File: config.mk
export PLATFORM = sky130hd
export DESIGN_NAME = led_trail_pwm_flat
export DESIGN_NICKNAME = d
export VERILOG_FILES = /design/src/rtl/led_trail_pwm_pkg.sv /design/src/rtl/led_trail_pwm_if.sv /design/src/rtl/led_trail_pwm_trail_channel.sv /design/src/rtl/led_trail_pwm.sv /design/src/flat_wrapper.sv
export SDC_FILE = /design/constraint.sdc
export NUM_CORES = 1
export LEC_CHECK = 0
export CORE_ASPECT_RATIO = 1.4
export CORE_MARGIN = 2
export CORE_UTILIZATION = 30
export DETAILED_ROUTE_END_ITERATION = 8
export PLACE_DENSITY_LB_ADDON = 0.3
export SYNTH_ARGS = -nofsm -noshare
export SYNTH_HDL_FRONTEND = slang
export SYNTH_SLANG_ARGS = --single-unit
File: constraint.sdc
create_clock -name clk -period 1.8 [get_ports clk]
set_input_delay 0.36 -clock clk [delete_from_list [all_inputs] [get_ports clk]]
set_output_delay 0.36 -clock clk [all_outputs]
set_load 0.05 [all_outputs]
File: src/rtl/led_trail_pwm_pkg.sv
`default_nettype none
// ============================================================================
//  Module      : led_trail_pwm_pkg
//  Description : Shared types and constants for the LED trail PWM block.
//                Holds the RUN/FLASH state encoding, the full-scale level
//                derived from the brightness width, and the flash frame
//                counter width.
//  Revision    : 1.0  initial release
// ============================================================================
package led_trail_pwm_pkg;

   typedef enum logic [0:0] {
      ST_RUN   = 1'b0,
      ST_FLASH = 1'b1
   } state_e;

   // Full-scale brightness for a BW-bit level; also the PWM frame length.
   function automatic int pwm_max(input int bw);
      return (1 << bw) - 1;
   endfunction

   // A single-frame flash still needs one counter bit to stay legal.
   function automatic int flash_cnt_w(input int frames);
      return (frames > 1) ? $clog2(frames) : 1;
   endfunction

   localparam int DEF_BW           = 4;
   localparam int DEF_FLASH_FRAMES = 2;

endpackage
`default_nettype wire

File: src/rtl/led_trail_pwm_if.sv
`default_nettype none
// ============================================================================
//  Module      : led_trail_pwm_if
//  Description : Signal bundle between the shift register / board and the
//                LED trail PWM block.
//                  step        shift strobe
//                  q_in        one-hot position vector
//                  tc_in       terminal-count pulse
//                  flash_en    allows tc_in to start a flash
//                  led         registered LED drive
//                  frame_start one-cycle pulse per PWM frame wrap
//                  flashing    high while a flash is in progress
//  Revision    : 1.0  initial release
// ============================================================================
interface led_trail_pwm_if #(
   parameter int N = 8
);
   logic         step;
   logic [N-1:0] q_in;
   logic         tc_in;
   logic         flash_en;
   logic [N-1:0] led;
   logic         frame_start;
   logic         flashing;

   modport master (
      output step, q_in, tc_in, flash_en,
      input  led, frame_start, flashing
   );

   modport slave (
      input  step, q_in, tc_in, flash_en,
      output led, frame_start, flashing
   );
endinterface
`default_nettype wire

File: src/rtl/led_trail_pwm_trail_channel.sv
`default_nettype none
// ============================================================================
//  Module      : trail_channel
//  Description : One LED of the trail. The shadow level is reloaded to full
//                when the position bit passes and decays by DECAY per step,
//                saturating at zero. The active level is the copy the PWM
//                compare uses; it is refreshed only at frame wraps so a
//                frame never shows a torn duty cycle.
//  Ports       : clk, rstna        clock, async active-low reset
//                step_i            shift strobe
//                hit_i             this LED's bit of the position vector
//                wrap_i            PWM frame wrap on this edge
//                pwm_cnt_i         current PWM count
//                lit_o             combinational compare, active > count
//  Revision    : 1.0  initial release
// ============================================================================
module trail_channel
   import led_trail_pwm_pkg::*;
#(
   parameter int BW    = DEF_BW,
   parameter int DECAY = 4
) (
   input  wire logic          clk,
   input  wire logic          rstna,
   input  wire logic          step_i,
   input  wire logic          hit_i,
   input  wire logic          wrap_i,
   input  wire logic [BW-1:0] pwm_cnt_i,
   output logic               lit_o
);
   localparam logic [BW-1:0] C_FULL  = BW'(pwm_max(BW));
   localparam logic [BW-1:0] C_DECAY = BW'(DECAY);

   logic [BW-1:0] shadow_q, shadow_d;
   logic [BW-1:0] active_q, active_d;

   always_comb begin
      shadow_d = shadow_q;
      if (step_i) begin
         if (hit_i)
            shadow_d = C_FULL;
         else if (shadow_q >= C_DECAY)
            shadow_d = shadow_q - C_DECAY;
         else
            shadow_d = '0;
      end
   end

   // The pre-edge shadow is taken, so a step landing on the wrap edge
   // only becomes visible one frame later.
   assign active_d = wrap_i ? shadow_q : active_q;

   always_ff @(posedge clk or negedge rstna) begin
      if (!rstna) begin
         shadow_q <= '0;
         active_q <= '0;
      end else begin
         shadow_q <= shadow_d;
         active_q <= active_d;
      end
   end

   // Count tops out at full-scale minus one, so full scale is always on.
   assign lit_o = (active_q > pwm_cnt_i);

endmodule
`default_nettype wire

File: src/rtl/led_trail_pwm.sv
`default_nettype none
// ============================================================================
//  Module      : led_trail_pwm
//  Description : Fading LED trail driven by a one-hot shift register. Holds
//                the free-running PWM counter, the RUN/FLASH state machine,
//                the frame_start pulse and the registered output mux. The
//                per-LED level handling lives in trail_channel.
//  Ports       : clk       system clock
//                rstna     asynchronous active-low reset
//                bus       led_trail_pwm_if slave (step, q_in, tc_in,
//                          flash_en in; led, frame_start, flashing out)
//  Revision    : 1.0  initial release
// ============================================================================
module led_trail_pwm
   import led_trail_pwm_pkg::*;
#(
   parameter int N            = 8,
   parameter int BW           = DEF_BW,
   parameter int DECAY        = 4,
   parameter int FLASH_FRAMES = DEF_FLASH_FRAMES
) (
   input  wire logic     clk,
   input  wire logic     rstna,
   led_trail_pwm_if.slave bus
);
   localparam int              PWM_MAX      = pwm_max(BW);
   localparam int              FCW          = flash_cnt_w(FLASH_FRAMES);
   localparam logic [BW-1:0]   C_CNT_LAST   = BW'(PWM_MAX - 1);
   localparam logic [FCW-1:0]  C_FLASH_LAST = FCW'(FLASH_FRAMES - 1);

   logic [BW-1:0]  pwm_cnt_q, pwm_cnt_d;
   logic           wrap;
   state_e         state_q;
   logic [FCW-1:0] flash_cnt_q;
   logic           flashing_q;
   logic           frame_start_q;
   logic [N-1:0]   led_q, led_d;
   logic [N-1:0]   lit;

   assign wrap      = (pwm_cnt_q == C_CNT_LAST);
   assign pwm_cnt_d = wrap ? '0 : pwm_cnt_q + 1'b1;

   always_ff @(posedge clk or negedge rstna) begin
      if (!rstna) begin
         pwm_cnt_q     <= '0;
         frame_start_q <= 1'b0;
      end else begin
         pwm_cnt_q     <= pwm_cnt_d;
         frame_start_q <= wrap;
      end
   end

   generate
      for (genvar i = 0; i < N; i++) begin : g_chan
         trail_channel #(
            .BW    (BW),
            .DECAY (DECAY)
         ) u_chan (
            .clk       (clk),
            .rstna     (rstna),
            .step_i    (bus.step),
            .hit_i     (bus.q_in[i]),
            .wrap_i    (wrap),
            .pwm_cnt_i (pwm_cnt_q),
            .lit_o     (lit[i])
         );
      end
   endgenerate

   // tc_in is not looked at in FLASH, which makes the flash non-retriggerable;
   // flash_en is only sampled at entry, so dropping it cannot abort a flash.
   always_ff @(posedge clk or negedge rstna) begin
      if (!rstna) begin
         state_q     <= ST_RUN;
         flash_cnt_q <= '0;
         flashing_q  <= 1'b0;
      end else begin
         flashing_q <= (state_q == ST_FLASH);
         case (state_q)
            ST_RUN: begin
               if (bus.tc_in && bus.flash_en) begin
                  state_q     <= ST_FLASH;
                  flash_cnt_q <= '0;
               end
            end
            ST_FLASH: begin
               if (wrap) begin
                  if (flash_cnt_q == C_FLASH_LAST)
                     state_q <= ST_RUN;
                  else
                     flash_cnt_q <= flash_cnt_q + 1'b1;
               end
            end
            default: state_q <= ST_RUN;
         endcase
      end
   end

   assign led_d = (state_q == ST_FLASH) ? '1 : lit;

   always_ff @(posedge clk or negedge rstna) begin
      if (!rstna)
         led_q <= '0;
      else
         led_q <= led_d;
   end

   assign bus.led         = led_q;
   assign bus.frame_start = frame_start_q;
   assign bus.flashing    = flashing_q;

endmodule
`default_nettype wire

File: src/flat_wrapper.sv
// flat-port wrapper written by rule: the top's interface ports become plain ports
module led_trail_pwm_flat import led_trail_pwm_pkg::*;
#(
   parameter int N            = 8,
   parameter int BW           = DEF_BW,
   parameter int DECAY        = 4,
   parameter int FLASH_FRAMES = DEF_FLASH_FRAMES
)
  (clk, rstna, bus_step, bus_q_in, bus_tc_in, bus_flash_en, bus_led, bus_frame_start, bus_flashing);
  led_trail_pwm_if #(.N(N)) bus_i ();
  input  wire logic clk;
  input  wire logic rstna;
  input wire logic [$bits(bus_i.step)-1:0] bus_step;
  input wire logic [$bits(bus_i.q_in)-1:0] bus_q_in;
  input wire logic [$bits(bus_i.tc_in)-1:0] bus_tc_in;
  input wire logic [$bits(bus_i.flash_en)-1:0] bus_flash_en;
  output wire logic [$bits(bus_i.led)-1:0] bus_led;
  output wire logic [$bits(bus_i.frame_start)-1:0] bus_frame_start;
  output wire logic [$bits(bus_i.flashing)-1:0] bus_flashing;
  assign bus_i.step = bus_step;
  assign bus_i.q_in = bus_q_in;
  assign bus_i.tc_in = bus_tc_in;
  assign bus_i.flash_en = bus_flash_en;
  assign bus_led = bus_i.led;
  assign bus_frame_start = bus_i.frame_start;
  assign bus_flashing = bus_i.flashing;
  led_trail_pwm #(.N(N), .BW(BW), .DECAY(DECAY), .FLASH_FRAMES(FLASH_FRAMES)) u_core (.clk(clk), .rstna(rstna), .bus(bus_i));
endmodule
# == After elaboration in Yosys (flattened, before gate mapping) ==
# Index checks and enable logic that the tools add are counted.
# totals
in_bits,13
word_cells,80
reg_bits,80
output_inout_bits,10
# op_classes
reduce_logical,2
mux,26
eq_ne,3
n_bitwise,1
n_addsub,10
n_lt_le_gt_ge,16
# ops
operator,count
4-bit two-way mux,17
"4-bit by 3-bit greater-or-equal comparator with 1-bit output, second input constant",8
4-bit greater-than comparator,8
"4-bit by 3-bit subtractor with 4-bit output, second input constant",8
8-bit two-way mux,1
1-bit two-way mux,6
"4-bit by 1-bit adder with 4-bit output, second input constant",1
"4-bit equality test, second input constant",1
1-bit case mux with 2 select lines,2
"2-bit by 1-bit inequality test with 1-bit output, second input constant",1
"2-bit inequality test, second input constant",1
2-bit AND reduction,1
"1-bit adder, second input constant",1
1-bit logical AND,1
1-bit inverter,1

# == Longest topological paths before layout ==
# Gate-level depths: netlist (run 1).
# logic_depth
word_depth,4
mapped_depth,6

# == Hierarchy ==
# Synthesis (run 1) repeated with hierarchy kept, for this count alone.
# hier_totals
hier_cells,303
hier_area_um2,3271.9
# modules_own_cells
mod,area_per_inst_um2,instances,cells_per_inst
trail_channel,339.1,8,33
led_trail_pwm,559.3,1,39

# == Worst setup path before layout (run 1) ==
# Ideal clock, no wire load.
# synth_path
kind,reg-to-reg
from,reg u_core.pwm_cnt_q[1]
to,reg u_core.led_q[0] (netlist: u_core.bus.led[0])
arrival_ns,1.303
period_less_slack_ns,1.430
setup_ns,0.128
slack_ns,0.370
stages_incl_launch_ff,6
path_cell_list,dfrtp_1 -> inv_1 -> ha_1 -> nor2b_1 -> o2111ai_1 -> nand3b_1
# synth_via
elab_chain_cells,2
# synth_lines
element,line,source
start: declaration,led_trail_pwm.sv:31,"logic [BW-1:0] pwm_cnt_q, pwm_cnt_d;"
start signal: assignment,led_trail_pwm.sv:48,pwm_cnt_q <= pwm_cnt_d;
4-bit greater-than comparator,led_trail_pwm_trail_channel.sv:64,assign lit_o = (active_q > pwm_cnt_i);
8-bit two-way mux,led_trail_pwm.sv:99,assign led_d = (state_q == ST_FLASH) ? '1 : lit;
named net u_core.led_d[0],led_trail_pwm.sv:37,"logic [N-1:0] led_q, led_d;"
end signal: assignment,led_trail_pwm.sv:105,led_q <= led_d;
end: declaration,led_trail_pwm.sv:37,
# The timed path passes the listed nets, and every way through them passes these cells.
# A chain may end at the register's enable or synchronous reset.

# == Worst setup path in the final report (run 1) ==
# layout_path
from,reg u_core.pwm_cnt_q[1]
to,reg u_core.led_q[2] (netlist: u_core.bus.led[2])
# Same word-level chain as after synthesis.

==> qor.txt, run 1 <==
CP endpoint kind: flop
Avg Inst Size Synth: 10.9 µm²
Clock sinks: 64
Syn_nets: 337
Ys flop type: dfrtp_1
Largest net degree at the start of global routing: 50
Setup TNS: 0 ps
Clock edge transition at the registers on the reported setup and hold paths: 50 ps
Post-CTS setup repair buffer count: 0
Synth area leader: dfrtp_1
Core area: 10300 µm²
Synth Register Bits: 64
DR vias: 2165
Standard-cell rows: 44
CTS HTree Levels: 3
Layout cells sized above 1: 15.5%
Total Nets Final: 369
Vias in the first global route: 2247
Height of the die: 126 µm
Final GP Congestion: 0.761
Finished Layout Cells: 467
Tcrit/Tclk final: 86.7%
Synth unique cells: 24
Final WL: 5.76 mm
Final Hold Vio Count: 0
Clk_lat worst skew: 320 ps
Ant diodes: 0
Final Power: 4.15 mW
Slew HR: 72.9%
Met3 WL post-DR: 138 µm
Total GRT Usage: 11.3%
Area contributors post-synth: dfrtp_1 50%, ha_1 13%, mux2_4 6.1%, nand2_1 6.1%, a21oi_1 3.9%
Max Transition Viols Final: 0
PortBufs: 22
Top sig layer: met4
Initial Utilization: 30.8%
Drt first pass iters: 5
Worst vdd rail ir drop: 0.000497 V
Clk_skew: 4.43 ps
Critical path peak fanout: 9
Ports: 23
Full die area: 11500 µm²
Residual DRC count: 0
Vias per cell: 4.64
Initial antenna violation count: 0
TritonCTS Buffers: 9
Worst slew pin tran: 406 ps
Final setup fails: 0
Die width: 91.1 µm
First-pass GRT wire length: 10.3 mm
EDFF count, synth: 0
Data required, critical path: 2000 ps
# fillers: 1034
Period minus WS final: 1560 ps
Status: finished, final reports clean
Syn-to-layout area delta: 22.7%
Power per cell area: 1060 nW/µm²
Arrival time at the worst endpoint: 1760 ps
Clock buffer depth: 2
Routed length on met1: 2.58 mm
Met2 WL post-DR: 2.90 mm
Detail Route Antenna Nets: 0
Unrepaired setup endpoints after global routing: no
CTS Hold Bufs: 0
Max cap viols: 0
Wirelength per Cell: 12.3 µm
Area of the mapped netlist: 3190 µm²
Global route overflow: 0
Synth top area share: 50.3%
Clock root cell: clkbuf_16
HP Class: input pin to async pin
# resized after CTS: 0
YS warnings: 0
Leakage: 1.86 nW
Post-DP HPWL: 4.14 mm
Register area share after synthesis: 50.3%
Dpl cells: 451
Fmax: 641 MHz
Synth Instances: 292
Initial DRC Count: 114
CP startpoint kind: flop
CTS tree: built
Async set-reset flop share out of synthesis: 100%
Worst Setup Path Type: flop to flop
-- critical path, stage by stage, from the launching register on --
cell	delay [ps]
dfrtp_1	380
inv_1	290
ha_1	340
nor2b_1	150
o2111ai_1	190
nand3b_1	100
-- flip-flops by register name, summed over array words and instances, names as in the netlist --
register,flops
u_core.bus.flashing,1
u_core.bus.frame_start,1
u_core.bus.led,8
u_core.flash_cnt_q,1
u_core.g_chan.u_chan.active_q,24
u_core.g_chan.u_chan.shadow_q,24
u_core.pwm_cnt_q,4
u_core.state_q,1
-- through the flow --
stage,setup slack (ps),hold slack [ps],utilization [%],area [µm²]
after global placement,273,362,34.7,3590
after floorplan,370,64.4,-,3190
after CTS,244,21.4,37.8,3910
after global routing,111,36.9,37.8,3910
final,239,17.7,37.8,3910
after detailed placement,260,366,34.7,3590
-- cell usage after synthesis, types with 13 or more instances --
cell type   n
ha_1       32
mux2_4     13
dfrtp_1    64
nand2_1    52
inv_1      21
a21oi_1    25
o21ai_0    18
-- path summary, 6_finish.rpt --
kind	to	cells past startpoint	slack (ps)	from
max	u_core.bus.led[2]$_DFF_PN0_	5	240	u_core.pwm_cnt_q[1]$_DFF_PN0_
min	u_core.g_chan[2].u_chan.active_q[2]$_DFFE_PN0P_	2	20	rstna
max reg2reg	u_core.bus.led[2]$_DFF_PN0_	5	240	u_core.pwm_cnt_q[1]$_DFF_PN0_
min reg2reg	u_core.state_q$_DFF_PN0_	1	490	u_core.flash_cnt_q$_DFFE_PN0P_
max in group asynchronous	u_core.g_chan[4].u_chan.active_q[1]$_DFFE_PN0P_	2	1540	rstna
min in group clk	u_core.state_q$_DFF_PN0_	1	490	u_core.flash_cnt_q$_DFFE_PN0P_
-- logic make-up (layout without fill, tap and decap cells) --
| kind of cell | after synthesis | count (layout) | synth area share [%] |
|---|---|---|---|
| multiplexers | 17 | 17 | 7.50 |
| AND/OR/NAND/NOR | 86 | 86 | 13.0 |
| AO/OA/AOI/OAI | 64 | 64 | 12.6 |
| flip-flops | 64 | 64 | 50.3 |
| adder cells (fa/ha/maj) | 32 | 32 | 12.6 |
| buffers and inverters | 29 | 66 | 4.05 |
-- layout make-up --
| class | instances | area [µm²] | share of cell area [%] |
|---|---|---|---|
| clock inverters | 6 | 82.6 | 2.11 |
| repair buffers | 29 | 280 | 7.17 |
| clock buffers | 10 | 239 | 6.11 |
| well taps | 138 | 173 | 4.42 |
| flip-flops and latches | 64 | 1600 | 41.0 |
| inverters | 21 | 78.8 | 2.02 |
| multi-input cells | 199 | 1460 | 37.2 |
-- metal layers --
| layer | track usage, % | vias to the layer above |
|---|---|---|
| li1 | - | 1092 |
| met1 | 13.2 | 1044 |
| met2 | 19.3 | 20 |
| met3 | 2.45 | 9 |
| met4 | 5.88 | 0 |
| met5 | 0 | - |
-- cell usage in the layout, fill, tap and decap left out --
master / n
dfrtp_1: 64
nand2_1: 52
ha_1: 32
a21oi_1: 25
inv_1: 21
o21ai_0: 18
buf_4: 14
mux2_4: 13
clkdlybuf4s50_1: 11
clkbuf_16: 9
a41o_1: 8
nor2b_1: 8
o2111ai_1: 8
nand3b_1: 8
nand2b_1: 8
nor2_1: 8
mux2_2: 3
clkinv_2: 3
buf_12: 3
a31oi_1: 2
bufinv_16: 2
nand4b_4: 1
mux2i_1: 1
a21boi_0: 1
o22a_1: 1
nand3_1: 1
o31ai_1: 1
clkinvlp_4: 1
clkbuf_8: 1
buf_2: 1
-- where the power goes --
group	internal [mW]	switching (mW)	total, mW	leakage, nW
logic	0.298	0.278	0.577	1.04
registers	1.61	0.121	1.73	0.663
clock network	1.24	0.601	1.84	0.158
No activity file was read; power rests on OpenSTA's default activity.
==> run 2: changes to the inputs <==
--- a/config.mk
+++ b/config.mk
@@ -10,6 +10,8 @@
 export CORE_UTILIZATION = 30
 export DETAILED_ROUTE_END_ITERATION = 8
 export PLACE_DENSITY_LB_ADDON = 0.3
+export SKIP_CTS_REPAIR_TIMING = 1
+export SLEW_MARGIN = 20
 export SYNTH_ARGS = -nofsm -noshare
 export SYNTH_HDL_FRONTEND = slang
 export SYNTH_SLANG_ARGS = --single-unit
==> results of run 2 <==
Final layout, timing and power as in run 1 (identical DEF).
